==> config.mk <==
export PLATFORM = sky130hd
export DESIGN_NAME = pulse_length_meter
export DESIGN_NICKNAME = d
export VERILOG_FILES = /design/src/rtl/pulse_length_pkg.sv /design/src/rtl/pulse_input_synchronizer.sv /design/src/rtl/pulse_length_meter.sv
export SDC_FILE = /design/constraint.sdc
export NUM_CORES = 1
export LEC_CHECK = 0
export BUFFER_PORTS_ARGS = -buffer_cell sky130_fd_sc_hd__buf_4
export CORE_MARGIN = 2
export CORE_UTILIZATION = 33
export DETAILED_ROUTE_END_ITERATION = 8
export PLACE_DENSITY = 0.48
export SLEW_MARGIN = 20
export SYNTH_ARGS = -nofsm -noshare
export SYNTH_HDL_FRONTEND = slang
export SYNTH_HIERARCHICAL = 1
export SYNTH_SLANG_ARGS = --single-unit
==> constraint.sdc <==
create_clock -name IN_CLOCK -period 4.4 [get_ports IN_CLOCK]
set_input_delay 0.44 -clock IN_CLOCK [delete_from_list [all_inputs] [get_ports IN_CLOCK]]
set_output_delay 0.44 -clock IN_CLOCK [all_outputs]
set_load 0.05 [all_outputs]
==> src/rtl/pulse_length_pkg.sv <==
// Shared definitions for the pulse length meter: default sizing and FSM state encodings.
package pulse_length_pkg;

    // Default width of the measured length and of the internal counter.
    localparam int DEFAULT_LENGTH_BITS = 5;

    // Default depth of the input synchronizer chain.
    localparam int DEFAULT_SYNC_STAGES = 2;

    // Measurement FSM states.
    typedef enum logic [1:0] {
        ST_IDLE    = 2'd0,
        ST_MEASURE = 2'd1,
        ST_REPORT  = 2'd2
    } meter_state_e;

endpackage : pulse_length_pkg

==> src/rtl/pulse_input_synchronizer.sv <==
// Multi-flop synchronizer for an asynchronous input. Besides the synchronized
// level it reports when the chain holds only real post-reset samples, so the
// consumer can tell a genuine level from the reset value of the flops.
module pulse_input_synchronizer
    import pulse_length_pkg::*;
#(
    parameter int SYNC_STAGES = DEFAULT_SYNC_STAGES
) (
    input  logic clk,
    input  logic rst_n,
    input  logic async_in,
    output logic sync_out,
    output logic sync_valid
);

    logic [SYNC_STAGES-1:0] stage_q;
    logic [SYNC_STAGES-1:0] stage_d;
    logic [SYNC_STAGES-1:0] fill_q;
    logic [SYNC_STAGES-1:0] fill_d;

    // Shift the raw input and a "sample is real" marker down the chain.
    always_comb begin
        // NOTE: every signal written here gets a default first, so no path can leave it unassigned and infer a latch.
        stage_d    = '0;
        fill_d     = '0;
        stage_d[0] = async_in;
        fill_d[0]  = 1'b1;
        for (int i = 1; i < SYNC_STAGES; i++) begin
            stage_d[i] = stage_q[i-1];
            fill_d[i]  = fill_q[i-1];
        end
    end

    // Register the chain; reset is synchronous and active-low.
    always_ff @(posedge clk) begin
        // NOTE: state updates use non-blocking assignments so every flop samples the pre-edge values.
        if (!rst_n) begin
            stage_q <= '0;
            fill_q  <= '0;
        end else begin
            stage_q <= stage_d;
            fill_q  <= fill_d;
        end
    end

    assign sync_out   = stage_q[SYNC_STAGES-1];
    assign sync_valid = fill_q[SYNC_STAGES-1];

endmodule : pulse_input_synchronizer

==> src/rtl/pulse_length_meter.sv <==
// Measures the high time of an asynchronous pulse in clock cycles and presents
// the result with a valid/ready handshake. Rising edges that arrive while a
// result is still pending are flagged as dropped and never measured.
module pulse_length_meter
    import pulse_length_pkg::*;
#(
    parameter int DEEP_PULSE_LENGTH_BITS = DEFAULT_LENGTH_BITS,
    parameter int SYNC_STAGES            = DEFAULT_SYNC_STAGES
) (
    input  logic                              IN_CLOCK,
    input  logic                              IN_RESET_N,
    input  logic                              IN_PULSE,
    input  logic                              IN_READY,
    output logic [DEEP_PULSE_LENGTH_BITS-1:0] OUT_PULSE_LENGTH_CLKS,
    output logic                              OUT_VALID,
    output logic                              OUT_OVERFLOW,
    output logic                              OUT_DROPPED
);

    localparam logic [DEEP_PULSE_LENGTH_BITS-1:0] COUNT_MAX = '1;
    localparam logic [DEEP_PULSE_LENGTH_BITS-1:0] COUNT_ONE = DEEP_PULSE_LENGTH_BITS'(1);

    logic pulse_s;
    logic pulse_s_vld;
    logic pulse_q;
    logic rise;

    // Armed once a real low level has been seen after reset, so a pulse that
    // is already high when reset releases never looks like a rising edge.
    logic armed_q;
    logic armed_d;

    meter_state_e                      state_q;
    meter_state_e                      state_d;
    logic [DEEP_PULSE_LENGTH_BITS-1:0] count_q;
    logic [DEEP_PULSE_LENGTH_BITS-1:0] count_d;
    logic                              ovf_q;
    logic                              ovf_d;
    logic [DEEP_PULSE_LENGTH_BITS-1:0] length_q;
    logic [DEEP_PULSE_LENGTH_BITS-1:0] length_d;
    logic                              valid_q;
    logic                              valid_d;
    logic                              overflow_q;
    logic                              overflow_d;
    logic                              dropped_q;
    logic                              dropped_d;

    pulse_input_synchronizer #(
        .SYNC_STAGES (SYNC_STAGES)
    ) u_sync (
        .clk        (IN_CLOCK),
        .rst_n      (IN_RESET_N),
        .async_in   (IN_PULSE),
        .sync_out   (pulse_s),
        .sync_valid (pulse_s_vld)
    );

    assign rise    = armed_q & pulse_s & ~pulse_q;
    assign armed_d = armed_q | (pulse_s_vld & ~pulse_s);

    // Next-state, counter and result-register logic of the measurement FSM.
    always_comb begin
        state_d    = state_q;
        count_d    = count_q;
        ovf_d      = ovf_q;
        length_d   = length_q;
        valid_d    = valid_q;
        overflow_d = overflow_q;
        dropped_d  = dropped_q;

        case (state_q)
            ST_IDLE: begin
                // The first high sample is counted on the edge that sees the rise.
                if (rise) begin
                    state_d = ST_MEASURE;
                    count_d = COUNT_ONE;
                    ovf_d   = 1'b0;
                end
            end

            ST_MEASURE: begin
                if (pulse_s) begin
                    if (count_q == COUNT_MAX) begin
                        ovf_d = 1'b1;
                    end else begin
                        count_d = count_q + 1'b1;
                    end
                end else begin
                    state_d    = ST_REPORT;
                    length_d   = count_q;
                    overflow_d = ovf_q;
                    valid_d    = 1'b1;
                end
            end

            ST_REPORT: begin
                if (IN_READY) begin
                    // Handshake: release the result; a rise on this very edge
                    // is still reported as dropped.
                    state_d    = ST_IDLE;
                    valid_d    = 1'b0;
                    overflow_d = 1'b0;
                    dropped_d  = rise;
                    count_d    = '0;
                    ovf_d      = 1'b0;
                end else begin
                    dropped_d = dropped_q | rise;
                end
            end

            default: begin
                state_d = ST_IDLE;
            end
        endcase
    end

    // FSM state, counter and registered outputs; synchronous active-low reset.
    always_ff @(posedge IN_CLOCK) begin
        if (!IN_RESET_N) begin
            pulse_q    <= 1'b0;
            armed_q    <= 1'b0;
            state_q    <= ST_IDLE;
            count_q    <= '0;
            ovf_q      <= 1'b0;
            length_q   <= '0;
            valid_q    <= 1'b0;
            overflow_q <= 1'b0;
            dropped_q  <= 1'b0;
        end else begin
            pulse_q    <= pulse_s;
            armed_q    <= armed_d;
            state_q    <= state_d;
            count_q    <= count_d;
            ovf_q      <= ovf_d;
            length_q   <= length_d;
            valid_q    <= valid_d;
            overflow_q <= overflow_d;
            dropped_q  <= dropped_d;
        end
    end

    assign OUT_PULSE_LENGTH_CLKS = length_q;
    assign OUT_VALID             = valid_q;
    assign OUT_OVERFLOW          = overflow_q;
    assign OUT_DROPPED           = dropped_q;

endmodule : pulse_length_meter

==> flow_summary.toml <==
[yosys]
synth_top_flop_cell = "dfxtp_1"
yosysWarnings = 6
postSynthAreaPerCell_um2 = 9.584
synth_cells = 103
yosysUniqueCellTypes = 30
synth_xor_xnor_area_share = 0
synth_top_area_frac = 0.4461
synth_compound_area_frac = 0.1787
synth.area.mux_share = 0.06084
synth_commonest_cells = "dfxtp_1 (22), nor2_1 (15), ha_1 (6), mux2i_1 (6), o21ai_0 (6)"
synth_area_leaders = "dfxtp_1 (45%), ha_1 (7.6%), mux2i_1 (6.1%)"
synth_area_um2 = 987.2
synth_nets = 113
synth_fa_ha_area_frac = 0.07605
synth_seq_cells = 22
synth-simple-area-share = 0.2003
synth_edf_count = 0
synth_top_area_cell = "dfxtp_1"
synth.most_common_cell = "dfxtp_1"
postSynth.asyncResetShare = 0
synth_top_family_by_area = "simple AND/OR/NAND/NOR gates"
ys_seq_area_frac = 0.4461

[place]
dpl.hpwl_um = 1366
dp_cells = 142
io_buffers = 11
routabilityCongestion = 0.7275

[sta]
relSlewSlack = 0.6317
finalSetupViolations = 0
grt_setup_unrepaired = "no"
final_hold_viol_count = 0
skew_ps = 3.637
fin_crit_ps = 2057
hold_ws_ps = 284.7
max_freq_mhz = 486.2
post-route-period-util = 0.4675
tns_ps = 0
tightest_slew_ps = 549.1
slew_viol_final = 0

[layout]
final_nets = 126
antennaDiodeCount = 0
drive_above_1_share = 0.1826
finalNonFillerCells = 146
fillers = 283
area_growth_pct = 14.07

[route]
viasPerCell = 5.226
vias = 763
avgRoutedWirePerCell_um = 12.92
drc = 0
drtIter0Drc = 18
firstDrtPassIters = 6
wirelength_um = 1887
ant_nets = 0

[clock_tree]
postCtsSetupRepairBufs = 0
root_buffer = "clkbuf_4"
cts_hold_buf = 0
cts_buffer_depth = 2
htreeDepth = 1
clk-insertion-delay-late_ps = 310
cts_sinks = 22
cts_tree = "yes"
cts_resized = 0
cts_buffers = 3
clk_pin_slew_ps = 120

[power]
irDropWorstVdd_v = 0.0001502
power_leakage_nw = 0.5054
p_per_area_nw_per_um2 = 295.2

[setup_path]
critical_path.endpoint_type = "flop"
path_max_fanout = 8
arrival_ps = 2300
cp-start-kind = "flop"
required_ps = 4640
path_class = "reg -> reg"
rr_worst_depth = 6

[die]
ios = 12
die_w_um = 58.70
initial_utilization = 0.3519
die_h_um = 58.70
rows = 19
core_um2 = 2805
design.die.area_um2 = 3445

[min_path]
worst_hold_path_type = "in -> reg"
holdPathStages = 1

[global_routing]
grt_pass1_vias = 693
grt_use_total = 0.1219
grt_overflow_total = 0
antenna_found_initial = 0
grt_pass1_wl_um = 3160
grt_max_degree = 17

[outcome]
status = "complete, no violations"

[flow_run]
drv_cap = 0
## path summary, 6_finish.rpt
path,endpoint,slack [ps],startpoint
worst max-delay path,count_q[4],2340,state_q[0]
worst min-delay path,u_sync/fill_q[0],280,IN_RESET_N
worst max register to register,count_q[4],2340,state_q[0]
worst min register to register,u_sync/stage_q[1],450,u_sync/stage_q[0]
## critical path, cell delays in order, from the launching register on
cell     delay (ps)
dfxtp_1         410
inv_1            90
ha_1            260
nor2b_1         210
a211o_4         360
or4b_1          510
a21oi_1         160
## area by class of cell
cell class | instances | area (um^2) | share of cell area
Clock buffer | 4 | 36.28 | 0.03222
Inverter | 5 | 18.77 | 0.01667
Multi-Input combinational cell | 73 | 509.2 | 0.4522
Sequential cell | 22 | 440.4 | 0.3911
Tap cell | 31 | 38.79 | 0.03444
Timing Repair Buffer | 11 | 82.58 | 0.07333
## per-stage QoR
stage               setup WS [ps]    util  total power, mW  area, um^2
floorplan                    2540       -           0.2214       987.2
global placement             2457  0.3885           0.2272        1090
detailed placement           2398  0.3885           0.2271        1090
CTS                          2373  0.4014           0.3409        1126
global route                 2241  0.4014           0.3495        1126
finish                       2343  0.4014           0.3324        1126
## sequential cells by signal, summed over array words and instances, names as in the netlist
name and count:
ovf_q 1, count_q 5, OUT_OVERFLOW 1, OUT_DROPPED 1, u_sync/fill_q 2, u_sync/stage_q 2, OUT_VALID 1, armed_q 1
state_q 2, OUT_PULSE_LENGTH_CLKS 5, pulse_q 1
## power breakdown
group          total (mW)  internal [mW]  switching, mW
clock network       0.110         0.0505         0.0596
logic              0.0168        0.00705        0.00972
registers           0.206          0.203        0.00294
## cells by family after synthesis
logic type,count (synthesis)
AO/OA/AOI/OAI,25
multiplexers,6
AND/OR/NAND/NOR,36
adder cells (fa/ha/maj),6
flip-flops,22
buffers and inverters,8
## metal layers
metal  part of all wire  GRT usage  vias up
met3              0.036    0.03956        2
met4             0.0095    0.02922        0
met2               0.44     0.1878       10
met5                  0          0        -
li1                   -          -      393
met1               0.52     0.1662      358
## placed cells by master (no fill, tap or decap)
cell / count
nor2b_1: 1
nand3b_4: 1
nor3_1: 1
a21oi_1: 5
nand2b_1: 1
a21o_2: 2
nand2_1: 4
o21ai_0: 6
nor4b_1: 1
clkbuf_8: 1
a211oi_1: 1
and2_1: 3
a31oi_1: 3
clkbuf_4: 3
ha_1: 6
o221a_2: 1
nor2_1: 15
a211o_4: 1
inv_1: 5
buf_4: 11
o31ai_1: 1
dfxtp_1: 22
nand3_1: 4
a221oi_1: 1
nor3b_1: 2
or4b_1: 2
o21a_1: 1
a22oi_1: 2
and3_1: 1
a22o_2: 1
mux2i_1: 6
Power figures use the tool's default switching activity.
